## config.mk

```make
export PLATFORM = sky130hd
export DESIGN_NAME = draw_hole_grid
export DESIGN_NICKNAME = d
export VERILOG_FILES = /design/src/rtl/draw_hole_pkg.sv /design/src/rtl/draw_hole_grid_cell.sv /design/src/rtl/draw_hole_grid.sv
export SDC_FILE = /design/constraint.sdc
export NUM_CORES = 1
export LEC_CHECK = 0
export BUFFER_PORTS_ARGS = -buffer_cell sky130_fd_sc_hd__buf_4
export CORE_UTILIZATION = 54
export CTS_CLUSTER_DIAMETER = 60
export DETAILED_ROUTE_END_ITERATION = 10
export GPL_TIMING_DRIVEN = 0
export PLACE_DENSITY = 0.87
export SYNTH_ARGS = -nofsm -noshare
export SYNTH_HDL_FRONTEND = slang
export SYNTH_SLANG_ARGS = --single-unit
```

## constraint.sdc

```tcl
create_clock -name pclk -period 1.9 [get_ports pclk]
set_input_delay 0.38 -clock pclk [delete_from_list [all_inputs] [get_ports pclk]]
set_output_delay 0.38 -clock pclk [all_outputs]
set_load 0.05 [all_outputs]
```

## src/rtl/draw_hole_pkg.sv

```systemverilog
// draw_hole_pkg: shared types, command encodings and default colours for the hole-grid renderer
package draw_hole_pkg;
  typedef enum logic [1:0] {EMPTY = 2'd0, OCCUPIED = 2'd1, HIT = 2'd2} hole_state_t;
  typedef enum logic [1:0] {OP_NOP = 2'd0, OP_OCCUPY = 2'd1, OP_CLEAR = 2'd2, OP_HIT = 2'd3} cmd_op_t;
  localparam logic [11:0] DEF_EMPTY_CLR = 12'h000;
  localparam logic [11:0] DEF_OCC_CLR   = 12'hA50;
  localparam logic [11:0] DEF_HIT_CLR   = 12'hF00;
  typedef struct packed {
    logic [10:0] hc;
    logic [10:0] vc;
    logic        hs;
    logic        hb;
    logic        vs;
    logic        vb;
  } timing_t;
  function automatic logic [11:0] state_clr(hole_state_t s, logic [11:0] e, logic [11:0] o, logic [11:0] h);
    return s == HIT ? h : s == OCCUPIED ? o : e;
  endfunction
endpackage

```

## src/rtl/draw_hole_grid_cell.sv

```systemverilog
// hole_cell: per-hole EMPTY/OCCUPIED/HIT state machine with frame countdown
module hole_cell
  import draw_hole_pkg::*;
#(
  parameter int HIT_FRAMES = 30
)(
  input  logic        pclk,
  input  logic        rst_n,
  input  logic        i_cmd_valid,
  input  logic [1:0]  i_cmd_op,
  input  logic        i_tick,
  output hole_state_t o_state,
  output logic [7:0]  o_count
);
  hole_state_t r_state;
  logic [7:0]  r_count;
  logic        w_occ, w_hit, w_clr, w_dec;
  assign w_occ   = i_cmd_valid && i_cmd_op == OP_OCCUPY && r_state == EMPTY;
  assign w_hit   = i_cmd_valid && i_cmd_op == OP_HIT && r_state == OCCUPIED;
  assign w_clr   = i_cmd_valid && i_cmd_op == OP_CLEAR && r_state != EMPTY;
  assign w_dec   = i_tick && r_state == HIT;
  assign o_state = r_state;
  assign o_count = r_count;
  // An accepted command pre-empts the frame tick; ignored commands let the tick through
  always_ff @(posedge pclk or negedge rst_n)
    if (!rst_n) begin
      r_state <= EMPTY;
      r_count <= 8'd0;
    end else if (w_occ) begin
      r_state <= OCCUPIED;
    end else if (w_hit) begin
      r_state <= HIT;
      r_count <= 8'(HIT_FRAMES);
    end else if (w_clr) begin
      r_state <= EMPTY;
      r_count <= 8'd0;
    end else if (w_dec) begin
      r_count <= r_count - 8'd1;
      r_state <= r_count == 8'd1 ? EMPTY : HIT;
    end
endmodule

```

## src/rtl/draw_hole_grid.sv

```systemverilog
// draw_hole_grid: overlays a grid of stateful square holes onto the VGA pixel stream
module draw_hole_grid
  import draw_hole_pkg::*;
#(
  parameter int          ROWS       = 3,
  parameter int          COLS       = 3,
  parameter int          ORIGIN_X   = 185,
  parameter int          ORIGIN_Y   = 135,
  parameter int          PITCH_X    = 200,
  parameter int          PITCH_Y    = 150,
  parameter int          HOLE_SIZE  = 50,
  parameter logic [11:0] EMPTY_CLR  = DEF_EMPTY_CLR,
  parameter logic [11:0] OCC_CLR    = DEF_OCC_CLR,
  parameter logic [11:0] HIT_CLR    = DEF_HIT_CLR,
  parameter int          HIT_FRAMES = 30
)(
  input  logic                 pclk,
  input  logic                 rst_n,
  input  logic [10:0]          hcount_in,
  input  logic [10:0]          vcount_in,
  input  logic                 hsync_in,
  input  logic                 hblnk_in,
  input  logic                 vsync_in,
  input  logic                 vblnk_in,
  input  logic [11:0]          rgb_in,
  input  logic                 cmd_valid,
  input  logic [1:0]           cmd_op,
  input  logic [5:0]           cmd_idx,
  output logic [10:0]          hcount_out,
  output logic [10:0]          vcount_out,
  output logic                 hsync_out,
  output logic                 hblnk_out,
  output logic                 vsync_out,
  output logic                 vblnk_out,
  output logic [11:0]          rgb_out,
  output logic [ROWS*COLS-1:0] occ_mask,
  output logic                 hit_ack
);
  localparam int N = ROWS * COLS;
  timing_t     w_tin, r_t1, r_t2;
  logic [COLS-1:0] w_col, r_col;
  logic [ROWS-1:0] w_row, r_row;
  logic        r_blank;
  logic [11:0] r_rgb1, r_rgb2, w_pix;
  logic [N-1:0] w_sel, w_occ, w_in;
  hole_state_t w_state [N];
  logic [7:0]  w_count [N];
  logic        r_vblnk, w_tick, r_hit_ack;
  assign w_tin  = {hcount_in, vcount_in, hsync_in, hblnk_in, vsync_in, vblnk_in};
  assign w_tick = vblnk_in & ~r_vblnk;
  // Edge sums are formed at 12 bits so the far edge of the last hole cannot wrap
  for (genvar c = 0; c < COLS; c++) begin : g_col
    localparam logic [11:0] LO = 12'(ORIGIN_X + c * PITCH_X);
    localparam logic [11:0] HI = 12'(ORIGIN_X + c * PITCH_X + HOLE_SIZE);
    assign w_col[c] = {1'b0, hcount_in} >= LO && {1'b0, hcount_in} < HI;
  end
  for (genvar r = 0; r < ROWS; r++) begin : g_row
    localparam logic [11:0] LO = 12'(ORIGIN_Y + r * PITCH_Y);
    localparam logic [11:0] HI = 12'(ORIGIN_Y + r * PITCH_Y + HOLE_SIZE);
    assign w_row[r] = {1'b0, vcount_in} >= LO && {1'b0, vcount_in} < HI;
  end
  for (genvar i = 0; i < N; i++) begin : g_cell
    assign w_sel[i] = cmd_valid && cmd_idx == 6'(i);
    assign w_occ[i] = w_state[i] == OCCUPIED;
    assign w_in[i]  = r_row[i / COLS] & r_col[i % COLS];
    hole_cell #(.HIT_FRAMES(HIT_FRAMES)) u_cell (
      .pclk        (pclk),
      .rst_n       (rst_n),
      .i_cmd_valid (w_sel[i]),
      .i_cmd_op    (cmd_op),
      .i_tick      (w_tick),
      .o_state     (w_state[i]),
      .o_count     (w_count[i])
    );
    a_hit_live: assert property (@(posedge pclk) disable iff (!rst_n) w_state[i] != HIT || w_count[i] != 8'd0);
  end
  // Holes never overlap, so at most one match selects a colour
  always_comb begin
    w_pix = r_rgb1;
    for (int i = 0; i < N; i++) w_pix = w_in[i] ? state_clr(w_state[i], EMPTY_CLR, OCC_CLR, HIT_CLR) : w_pix;
  end
  // Stage 1: match vectors, blank flag, upstream pixel and timing bus
  always_ff @(posedge pclk or negedge rst_n)
    if (!rst_n) begin
      r_t1    <= '0;
      r_col   <= '0;
      r_row   <= '0;
      r_blank <= 1'b0;
      r_rgb1  <= '0;
    end else begin
      r_t1    <= w_tin;
      r_col   <= w_col;
      r_row   <= w_row;
      r_blank <= hblnk_in | vblnk_in;
      r_rgb1  <= rgb_in;
    end
  // Stage 2: live state lookup and blank-forced colour mux
  always_ff @(posedge pclk or negedge rst_n)
    if (!rst_n) begin
      r_t2   <= '0;
      r_rgb2 <= '0;
    end else begin
      r_t2   <= r_t1;
      r_rgb2 <= r_blank ? 12'h000 : w_pix;
    end
  // Frame tick history and acknowledge of a hit landing on an occupied hole
  always_ff @(posedge pclk or negedge rst_n)
    if (!rst_n) begin
      r_vblnk   <= 1'b0;
      r_hit_ack <= 1'b0;
    end else begin
      r_vblnk   <= vblnk_in;
      r_hit_ack <= cmd_op == OP_HIT && |(w_sel & w_occ);
    end
  assign hcount_out = r_t2.hc;
  assign vcount_out = r_t2.vc;
  assign hsync_out  = r_t2.hs;
  assign hblnk_out  = r_t2.hb;
  assign vsync_out  = r_t2.vs;
  assign vblnk_out  = r_t2.vb;
  assign rgb_out    = r_rgb2;
  assign occ_mask   = w_occ;
  assign hit_ack    = r_hit_ack;
endmodule

```

==> results of run 1 <==
-- area by class of cell --
| type | instances | area [um2] | share of cell area (%) |
|---|---|---|---|
| Timing Repair Buffer | 154 | 1230 | 10.3 |
| Tap cell | 216 | 270 | 2.27 |
| Clock buffer | 19 | 443 | 3.72 |
| Multi-Input combinational cell | 674 | 5040 | 42.3 |
| Clock inverter | 13 | 174 | 1.46 |
| Buffer | 32 | 233 | 1.95 |
| Inverter | 45 | 169 | 1.42 |
| Sequential cell | 174 | 4360 | 36.6 |
-- cells by family (layout without fill, tap and decap cells) --
logic type                 count (synthesis)  in the layout  share of synthesized area [%]
and+or+nand+nor                          372            372                           23.2
muxes                                      3              3                          0.607
DFF                                      174            174                           48.0
xor gates and xnor gates                  11             11                           1.06
AOI/OAI and AO/OA                        242            242                           17.1
buffers and inverters                     78            263                           3.64
adders and majority gates                 46             46                           6.35
-- report_power, final --
part / total (W) / switching [W] / internal [W]
registers: 0.00519 / 0.000717 / 0.00448
logic: 0.00479 / 0.00278 / 0.00202
clock network: 0.00366 / 0.00162 / 0.00203
total: 0.0136 / 0.00512 / 0.00853
-- Yosys cell counts (6+ instances only) --
cell type  number
a31o_2          6
nand2b_1        8
o22ai_1         7
xnor2_1        11
o2111a_1       10
clkbuf_1       17
nor3_1         34
a21o_1         10
inv_1          45
nor3b_1        10
o21ai_1        17
dfrtp_1       174
nor2b_1         9
or3_1          14
o21ai_0        72
or4_1           8
ha_1           46
nor2_1        106
a31oi_1        14
a21oi_1        49
and2_1         19
a211oi_1       10
nand2_1        75
nand4_1         7
and4_1          9
o2111ai_1       9
nand3_1        15
buf_2           9
nor4_1          9
or2_2           7
-- per-stage QoR --
stage,setup TNS [ns],power [W],cell area [um2]
finish,-0.957,0.0136,11900
global route,-3.14,0.0143,11900
CTS,-0.355,0.0128,11200
detailed placement,-48.92,0.00886,10300
global placement,-130.14,0.00863,10200
floorplan,-1.69,0.00781,9280
-- registers in the layout (all words and copies together) (netlist names), 3 cells and up --
signal and flops:
vcount_out 11, r_rgb1 12, rgb_out 12, r_row 3
g_cell.u_cell.o_count 72, r_t1 25, g_cell.u_cell.o_state 18, r_col 3
hcount_out 11
-- worst max-delay path: stages, from the launching register on --
cell and delay, ns:
dfrtp_1 0.37, clkbuf_1 0.22, o32ai_1 0.45, nand2_1 0.21, a31o_2 0.27, a21oi_1 0.35, nor2_1 0.18
-- placed cells by master, fill, tap and decap left out, types with 6 or more instances in the layout --
| master | Yosys | layout |
|---|---|---|
| o2111a_1 | 10 | 7 |
| o21ai_1 | 17 | 30 |
| o21ai_0 | 72 | 55 |
| nor3b_1 | 10 | 6 |
| nand3_1 | 15 | 15 |
| xnor2_1 | 11 | 11 |
| nor2_1 | 106 | 98 |
| a21oi_2 | 1 | 7 |
| a31oi_1 | 14 | 14 |
| nor4b_4 | 3 | 6 |
| a21o_1 | 10 | 10 |
| clkbuf_1 | 17 | 6 |
| clkbuf_16 | 0 | 17 |
| nor4_1 | 9 | 9 |
| nand4_1 | 7 | 7 |
| ha_1 | 46 | 28 |
| or3_1 | 14 | 10 |
| nor3_1 | 34 | 30 |
| o22ai_1 | 7 | 7 |
| nand2b_1 | 8 | 8 |
| nor3b_2 | 2 | 6 |
| inv_1 | 45 | 31 |
| clkbuf_2 | 0 | 7 |
| nor2_4 | 0 | 8 |
| a31o_2 | 6 | 6 |
| ha_4 | 0 | 17 |
| or2_2 | 7 | 7 |
| a211oi_1 | 10 | 8 |
| nor2b_1 | 9 | 8 |
| and4_1 | 9 | 9 |
| dfrtp_1 | 174 | 173 |
| and2_1 | 19 | 9 |
| inv_2 | 0 | 14 |
| buf_4 | 3 | 153 |
| nand2_1 | 75 | 74 |
| buf_6 | 2 | 7 |
| and2_4 | 0 | 9 |
| o2111ai_4 | 0 | 7 |
| a21oi_1 | 49 | 42 |
-- per-layer routing --
metal	part of all wire [%]	wire (um)	up-vias	track usage, %
li1	-	-	3703	-
met1	38	10300	4129	33.7
met2	50	13600	529	47.4
met3	8.0	2190	147	6.64
met4	4.6	1250	0	12.0
met5	0	0	-	0
-- how the worst min path moves through the flow --
stage | start | end | cells past startpoint
floorplan | rst_n | g_cell[0].u_cell.o_count[0] | 0
global placement | r_t1[1] | vsync_out | 0
detailed placement | r_t1[25] | hcount_out[10] | 0
CTS | rgb_in[1] | r_rgb1[1] | 1
global route | hsync_in | r_t1[3] | 1
finish | hsync_in | r_t1[3] | 1
-- what timing repair did --
action                                  4_1_cts  5_1_grt
hold buffers                                  1        0
pin swaps                                    11       46
buffers inserted                             15       44
resized for setup                            62       98
endpoints found under the setup margin       81       81
hold endpoints to repair                     60        0
==> reports/qor.yml, run 1 <==
portBuffers: 93
powerDensity_nw_per_um2: 1150
syn-num-nets: 1021
fin_ws_ns: -0.319
synthTopCellsByArea: "dfrtp_1, ha_1, nor2_1, o21ai_0, nand2_1"
status: "complete, but fails checks"
stdcell_count: 1327
cts_num_sinks: 174
synth_flop_cell: "dfrtp_1"
cp.arrival_ns: 2.50
critPathMaxFanout: 8
dieHeight_um: 132
grt_use_total_pct: 27.9
nets: 1193
drc: 0
drive_above_1_share_pct: 31.1
fmax_ghz: 0.451
syn_area_per_cell_um2: 9.79
path_clk_slew_ns: 0.07
antenna_left: 0
drt-initial-drc-count: 919
place_ws_ns: -0.838
cp.required_ns: 2.19
place.detailed.hpwl_mm: 15.8
r2r_cells: 6
grt_pass1_vias: 7897
rsz0062_at_grt: "yes"
cts_buffer_depth: 2
finalCriticalPeriod_ns: 2.22
syn_inst: 926
synth_cell_types: 71
tritoncts: "built"
grt_pass1_wl_mm: 38.4
routed_wl_mm: 27.4
cts_root_buf: "clkbuf_16"
worstHoldPathType: "input port to flop"
yosysWarnings: 0
violations: "setup timing"
synthArstFlopShare_pct: 100
gp_congestion: 0.885
grt-ovfl-total: 0
synth_edf_count: 0
reg2reg_from: "r_row[0]"
holdWs_ns: 0.0412
synth_area_um2: 9060
ios: 97
synth.top_cell.area_share_pct: 48.0
rrSetupSlack_ns: -0.32
rows: 46
area_growth_pct: 31.4
wire_per_inst_um: 20.6
synth_top_area_cell: "dfrtp_1"
power_leakage_nw: 5.24
grt_start_max_net_pins: 115
clock_latency_ns: 0.44
initial_utilization_pct: 56.2
synth-seq-cells: 174
fill_cells: 973
antenna_cells: 0
path_class: "flop to flop"
fin_util_pct: 73.9
r2r_end: "rgb_out[11]"
setup.worst_path.start: "r_row[0]"
first_pass_iters: 8
cts_made_buffers: 17
slew_violations: 0
start_kind: "flop"
fin_skew_ns: 0.00602
die_w_um: 132
dp.cells: 1236
relSlewSlack_pct: 61.4
antenna_found_initial: 0
dieArea_um2: 17300
crit_path_end: "rgb_out[11]"
hold_violations: 0
core-area_um2: 16100
vias_per_cell: 6.41
endpoint_kind: "flop"
ir_drop_uv: 1170
setup_viol: 12
vias: 8508
worst_pin_slew_ns: 0.577
htreeDepth: 4
synth-seq-area-share_pct: 48.0
cap_violations: 0
post-route-period-util_pct: 117
Note: power is estimated with default switching activity, not from simulation.
==> inputs of run 2 (changes only) <==
--- a/config.mk
+++ b/config.mk
@@ -5,12 +5,12 @@
 export SDC_FILE = /design/constraint.sdc
 export NUM_CORES = 1
 export LEC_CHECK = 0
-export BUFFER_PORTS_ARGS = -buffer_cell sky130_fd_sc_hd__buf_4
-export CORE_UTILIZATION = 54
+export CORE_UTILIZATION = 55
 export CTS_CLUSTER_DIAMETER = 60
 export DETAILED_ROUTE_END_ITERATION = 10
+export DONT_BUFFER_PORTS = 1
 export GPL_TIMING_DRIVEN = 0
-export PLACE_DENSITY = 0.87
+export PLACE_DENSITY = 0.83
 export SYNTH_ARGS = -nofsm -noshare
 export SYNTH_HDL_FRONTEND = slang
 export SYNTH_SLANG_ARGS = --single-unit
==> reports/qor.yml, run 2 (same netlist as run 1, synthesis figures left out) <==
status: "complete, but fails checks"
violations: "hold timing, setup timing"
post-route-period-util_pct: 110  # -6.8 points
initial_utilization_pct: 56.6  # +0.40 points
start_kind: "flop"
grt_start_max_net_pins: 175  # +52%
crit_slowest_cell: "dfrtp_1"
dr_wl_met3_mm: 2.03  # -7.2%
clock_latency_ns: 0.44  # about the same
antenna_found_initial: 0  # unchanged
setup_viol: 29  # +17
dieHeight_um: 130  # -0.90%
fin_util_pct: 73.0  # -0.88 points
antenna_cells: 0  # unchanged
vias_per_cell: 6.42  # +0.11%
endpoint_kind: "flop"
place.detailed.hpwl_mm: 15.0  # -4.8%
cts_num_sinks: 174  # unchanged
cp.required_ns: 2.21  # +0.02 ns
vias: 8145  # -4.3%
largest_reg_flops: 72  # unchanged
slew_violations: 0  # unchanged
fmax_ghz: 0.478  # +6.2%
grt-ovfl-total: 0  # unchanged
cts_made_buffers: 17  # unchanged
drc: 0  # unchanged
worstHoldPathType: "input port to asynchronous set/reset pin"
portBuffers: 0  # -100%
path_class: "flop to flop"
p_total_w: 0.0136  # -0.38%
die_w_um: 130  # -0.90%
dieArea_um2: 17000  # -1.8%
powerDensity_nw_per_um2: 1160  # +1.6%
path_clk_slew_ns: 0.08  # about the same
htreeDepth: 4  # unchanged
cp_top_family: "compound AO/OA/AOI/OAI gates"
rows: 46  # unchanged
met2WireLength_mm: 13.7  # +0.49%
first_pass_iters: 5  # -3
cap_violations: 0  # unchanged
cts_root_buf: "clkbuf_16"
ios: 97  # unchanged
area_growth_pct: 28.9
cp.arrival_ns: 2.40  # -0.10 ns
hold_violations: 174  # +174
critPathMaxFanout: 5  # -3
worst_pin_slew_ns: 1.12  # +0.546 ns
grt_use_total_pct: 30.1  # +2.2 points
hold_buffers: 38  # +37
antenna_left: 0  # unchanged
fin_skew_ns: 0.0144  # +0.00841 ns
place_ws_ns: -0.743  # +0.0948 ns
final_common_cell: "dfrtp_1"
tritoncts: "built"
fin_ws_ns: -0.191  # +0.129 ns
tns_ns: -1.80  # -0.842 ns
power_leakage_nw: 4.91  # -6.3%
gp_congestion: 0.894  # +1.0%
routed_wl_mm: 27.0  # -1.3%
holdWs_ns: -0.372  # -0.413 ns
highest_layer: "met4"
max_stage_delay_ns: 0.39  # -0.06 ns
finalCriticalPeriod_ns: 2.09  # -0.129 ns
layout.cells.most_common_list: "dfrtp_1, nor2_1, nand2_1"
grt_pass1_vias: 7757  # -1.8%
m1WireLength_mm: 9.85  # -4.6%
rsz0062_at_grt: "yes"
cts_buffer_depth: 2  # unchanged
cp.buffers_inverters: 1  # unchanged
ir_drop_uv: 852  # -27%
drive_above_1_share_pct: 26.0  # -5.1 points
nets: 1135  # -4.9%
grt_pass1_wl_mm: 39.1  # +1.7%
core-area_um2: 16000  # -0.71%
relSlewSlack_pct: 25.1  # -36 points
drt-initial-drc-count: 711  # -23%
wire_per_inst_um: 21.3  # +3.2%
path_cells: "inv_2 -> ha_4 -> and2_1 -> o2111a_2 -> nor2_1 -> nor3_1 -> a211oi_1"
==> run 2: cell types whose count changed in the layout (fill, tap and decap cells not counted), sizes merged <==
| cell | previous run | this run |
|---|---|---|
| clkinv | 3 | 9 |
| dlygate4sd3 | 1 | 38 |
| bufinv | 2 | 1 |
| buf | 171 | 77 |
| inv | 51 | 50 |
| clkbuf | 33 | 30 |
| clkinvlp | 2 | 0 |
==> run 2: power by group <==
group / total (W) / switching (W) / internal, W
Sequential: 0.00538 / 0.000907 / 0.00447
Clock: 0.00368 / 0.00175 / 0.00193
Combinational: 0.00453 / 0.00252 / 0.00202
==> run 2: worst paths after layout <==
kind | start | endpoint | slack [ns] | depth (start not counted)
max in group asynchronous | rst_n | g_cell[5].u_cell.o_count[2] | 2.08 | 0
hold reg to reg | r_t1[10] | vcount_out[6] | 0.35 | 0
hold / removal | rst_n | r_t1[3] | -0.37 | 0
min in group pclk | vcount_in[6] | r_row[0] | 0.01 | 1
setup reg to reg | g_cell[0].u_cell.o_state[1] | g_cell[0].u_cell.o_state[1] | -0.19 | 7
setup / recovery | g_cell[0].u_cell.o_state[1] | g_cell[0].u_cell.o_state[1] | -0.19 | 7
==> run 2: repair_timing <==
item                                   CTS  global route
gates cloned                             0             3
buffers inserted                        31            24
endpoints found under the hold margin  212           174
setup endpoints to repair               81            86
gates resized for setup                 82           117
pin swaps                               44            48
==> run 2: through the flow <==
stage	cells	cell area [um2]
finish	1269	11700
global route	1269	11700
CTS	1242	11100
detailed placement	1142	9550
global placement	1142	9550
floorplan	926	9280
==> run 2: final cells by class <==
class / instances / area (um2)
multi-input cells: 674 / 5110
inverters: 45 / 169
fillers: 988 / 4320
clock inverters: 15 / 218
repair buffers: 96 / 871
clock buffers: 17 / 425
plain buffers: 32 / 262
well taps: 216 / 270
flip-flops and latches: 174 / 4360
==> run 2: metal layers <==
layer	track usage, %	up-vias
met1	34.5	4022
met2	53.0	414
met3	7.25	124
met5	0	-
met4	14.3	0
li1	-	3585
==> inputs of run 3 (changes only) <==
--- a/config.mk
+++ b/config.mk
@@ -5,6 +5,7 @@
 export SDC_FILE = /design/constraint.sdc
 export NUM_CORES = 1
 export LEC_CHECK = 0
+export ABC_AREA = 1
 export CORE_UTILIZATION = 55
 export CTS_CLUSTER_DIAMETER = 60
 export DETAILED_ROUTE_END_ITERATION = 10
==> reports/qor.yml, run 3 <==
gp_congestion: 0.945  # +5.8%
finalCriticalPeriod_ns: 1.81  # -0.282 ns
crit_slowest_cell: "dfrtp_1"
dieArea_um2: 18300  # +7.8%
yosysWarnings: 0  # unchanged
layout.cells.most_common_list: "nand2_1, dfrtp_1, inv_1"
area_growth_pct: 14.6
cts_num_sinks: 174  # unchanged
hold_buffers: 38  # unchanged
syn-num-nets: 1355  # +33%
synth_flop_cell: "dfrtp_1"
power_leakage_nw: 5.98  # +22%
dieHeight_um: 135  # +3.8%
cap_violations: 0  # unchanged
antenna_cells: 0  # unchanged
antenna_found_initial: 0  # unchanged
first_pass_iters: 5  # unchanged
fin_area_um2: 11200  # -4.1%
endpoint_kind: "flop"
cp.arrival_ns: 2.13  # -0.27 ns
die_w_um: 135  # +3.8%
core-area_um2: 17400  # +8.5%
vias_per_cell: 5.58  # -13%
htreeDepth: 4  # unchanged
initial_utilization_pct: 56.4  # -0.30 points
post-route-period-util_pct: 95.2  # -15 points
hold_violations: 174  # unchanged
synthArstFlopShare_pct: 100  # unchanged
setup_viol: 0  # -100%
final_common_cell: "nand2_1"
max_stage_delay_ns: 0.41  # +0.02 ns
synth_top_area_cell: "dfrtp_1"
portBuffers: 0  # unchanged
drive_above_1_share_pct: 8.87  # -17 points
cts_made_buffers: 17  # unchanged
slew_violations: 0  # unchanged
critPathMaxFanout: 10  # +5
rrSetupSlack_ns: 0.09  # +0.28 ns
cp.required_ns: 2.23  # +0.02 ns
powerDensity_nw_per_um2: 1470  # +27%
nets: 1413  # +24%
syn_area_per_cell_um2: 7.76  # -21%
wire_per_inst_um: 15.8  # -26%
grt-ovfl-total: 0  # unchanged
holdWs_ns: -0.370  # +0.00191 ns
synth_edf_count: 0  # unchanged
synth-seq-area-share_pct: 44.5  # -3.5 points
synth.top_cell.area_share_pct: 44.5  # -3.5 points
vias: 8681  # +6.6%
path_cells: "inv_1 -> ha_4 -> nand4_4 -> nand3_2 -> nand2_2 -> buf_6 -> nand2_1 -> o21ai_1"
grt_start_max_net_pins: 175  # unchanged
antenna_left: 0  # unchanged
cts_root_buf: "clkbuf_16"
routed_wl_mm: 24.6  # -8.9%
path_clk_slew_ns: 0.07  # about the same
p_total_w: 0.0165  # +21%
place.detailed.hpwl_mm: 16.4  # +8.9%
ir_drop_uv: 858  # +0.60%
post-synth-top-count-cell: "nand2_1"
relSlewSlack_pct: 58.3  # +33 points
ys_top_cells_by_count: "nand2_1, dfrtp_1, inv_1, nand3_1, nor2_1"
synthTopCellsByArea: "dfrtp_1, nand2_1, ha_1, inv_1, nand3_1"
fin_skew_ns: 0.00818  # -0.00624 ns
clock_latency_ns: 0.45  # about the same
grt_pass1_vias: 8516  # +9.8%
cp.buffers_inverters: 2  # +1
cts_buffer_depth: 2  # unchanged
tritoncts: "built"
synth_area_um2: 9780  # +7.9%
ios: 97  # unchanged
synth-seq-cells: 174  # unchanged
dpl_cell_area_um2: 10100  # +5.3%
status: "complete, but fails checks"
worstHoldPathType: "input port to asynchronous set/reset pin"
grt_pass1_wl_mm: 41.1  # +5.2%
grt_use_total_pct: 28.8  # -1.3 points
path_class: "flop to flop"
synth_cell_types: 42  # -41%
fmax_ghz: 0.553  # +16%
start_kind: "flop"
violations: "hold timing"
rows: 48  # +4.3%
worst_pin_slew_ns: 0.617  # -0.506 ns
syn_inst: 1260  # +36%
drt-initial-drc-count: 715  # +0.56%
cp_top_family: "simple AND/OR/NAND/NOR gates"
largest_reg_flops: 72  # unchanged
drc: 0  # unchanged
## run 3: changes by cell type in the layout (fill, tap and decap cells not counted), moves of 11 or more
cell     before  now
nand2_1      74  423
inv_1        33  151
nand3_1      15  113
buf_4        53    2
nand4_1       7   44
o21ai_1      38    4
a21oi_1      39   17
nor3_1       26    7
nand3_2       0   17
nor2_1       95  112
xor2_1        0   17
a31oi_1      14    2
ha_1         26   37
## run 3: worst paths after layout
path | start | end | depth (start not counted)
worst max-delay path | g_cell[7].u_cell.o_state[1] | g_cell[7].u_cell.o_count[7] | 8
worst min-delay path | rst_n | g_cell[6].u_cell.o_count[1] | 0
worst max register to register | g_cell[7].u_cell.o_state[1] | g_cell[7].u_cell.o_count[7] | 8
worst min register to register | r_t1[8] | vcount_out[4] | 0
max in group asynchronous | rst_n | g_cell[6].u_cell.o_count[7] | 0
min in group pclk | vcount_in[3] | r_row[0] | 1
## run 3: stage by stage
stage / setup WS (ns) / TNS [ns] / util [%] / instances
2_1_floorplan: 0.0356 / 0 / - / 1260
3_3_place_gp: -0.265 / -7.75 / 58.0 / 1485
3_5_place_dp: -0.323 / -10.20 / 58.0 / 1485
4_1_cts: 0.0284 / 0 / 64.1 / 1555
5_1_grt: -0.000248 / -0.000248 / 64.6 / 1556
6_report: 0.0914 / 0 / 64.6 / 1556
## run 3: timing repair
item | in CTS | in global routing
hold endpoints to repair | 212 | 174
buffers inserted | 0 | 1
cloned | 0 | 0
pin swaps | 0 | 0
setup endpoints to repair | 91 | 44
resized for setup | 12 | 9
## run 3: power by group
| part | internal (W) | switching, W |
|---|---|---|
| logic | 0.00274 | 0.00448 |
| registers | 0.00459 | 0.00102 |
| clock network | 0.00192 | 0.00176 |
| total | 0.00926 | 0.00726 |
## run 3: layout make-up
type	instances	area, um2
plain buffers	15	88.8
clock buffers	17	425
clock inverters	15	210
fillers	1328	6150
inverters	157	589
multi-input cells	914	4870
flip-flops and latches	174	4350
well taps	225	282
repair buffers	39	388
## run 3: per-layer routing
layer / global-route usage, % / vias up / wire [um]
met1: 35.1 / 4141 / 9920
li1: - / 4132 / -
met5: 0 / - / 0
met4: 12.4 / 0 / 702
met2: 48.6 / 346 / 12100
met3: 6.85 / 62 / 1850
## run 3: kinds of logic after synthesis
kind of cell / after synthesis / share of synthesized area, %
simple gates: 759 / 35.2
flops: 174 / 44.5
buf+inv: 172 / 6.93
compound gates: 81 / 4.98
fa+ha+maj: 46 / 5.88
xor+xnor: 28 / 2.51
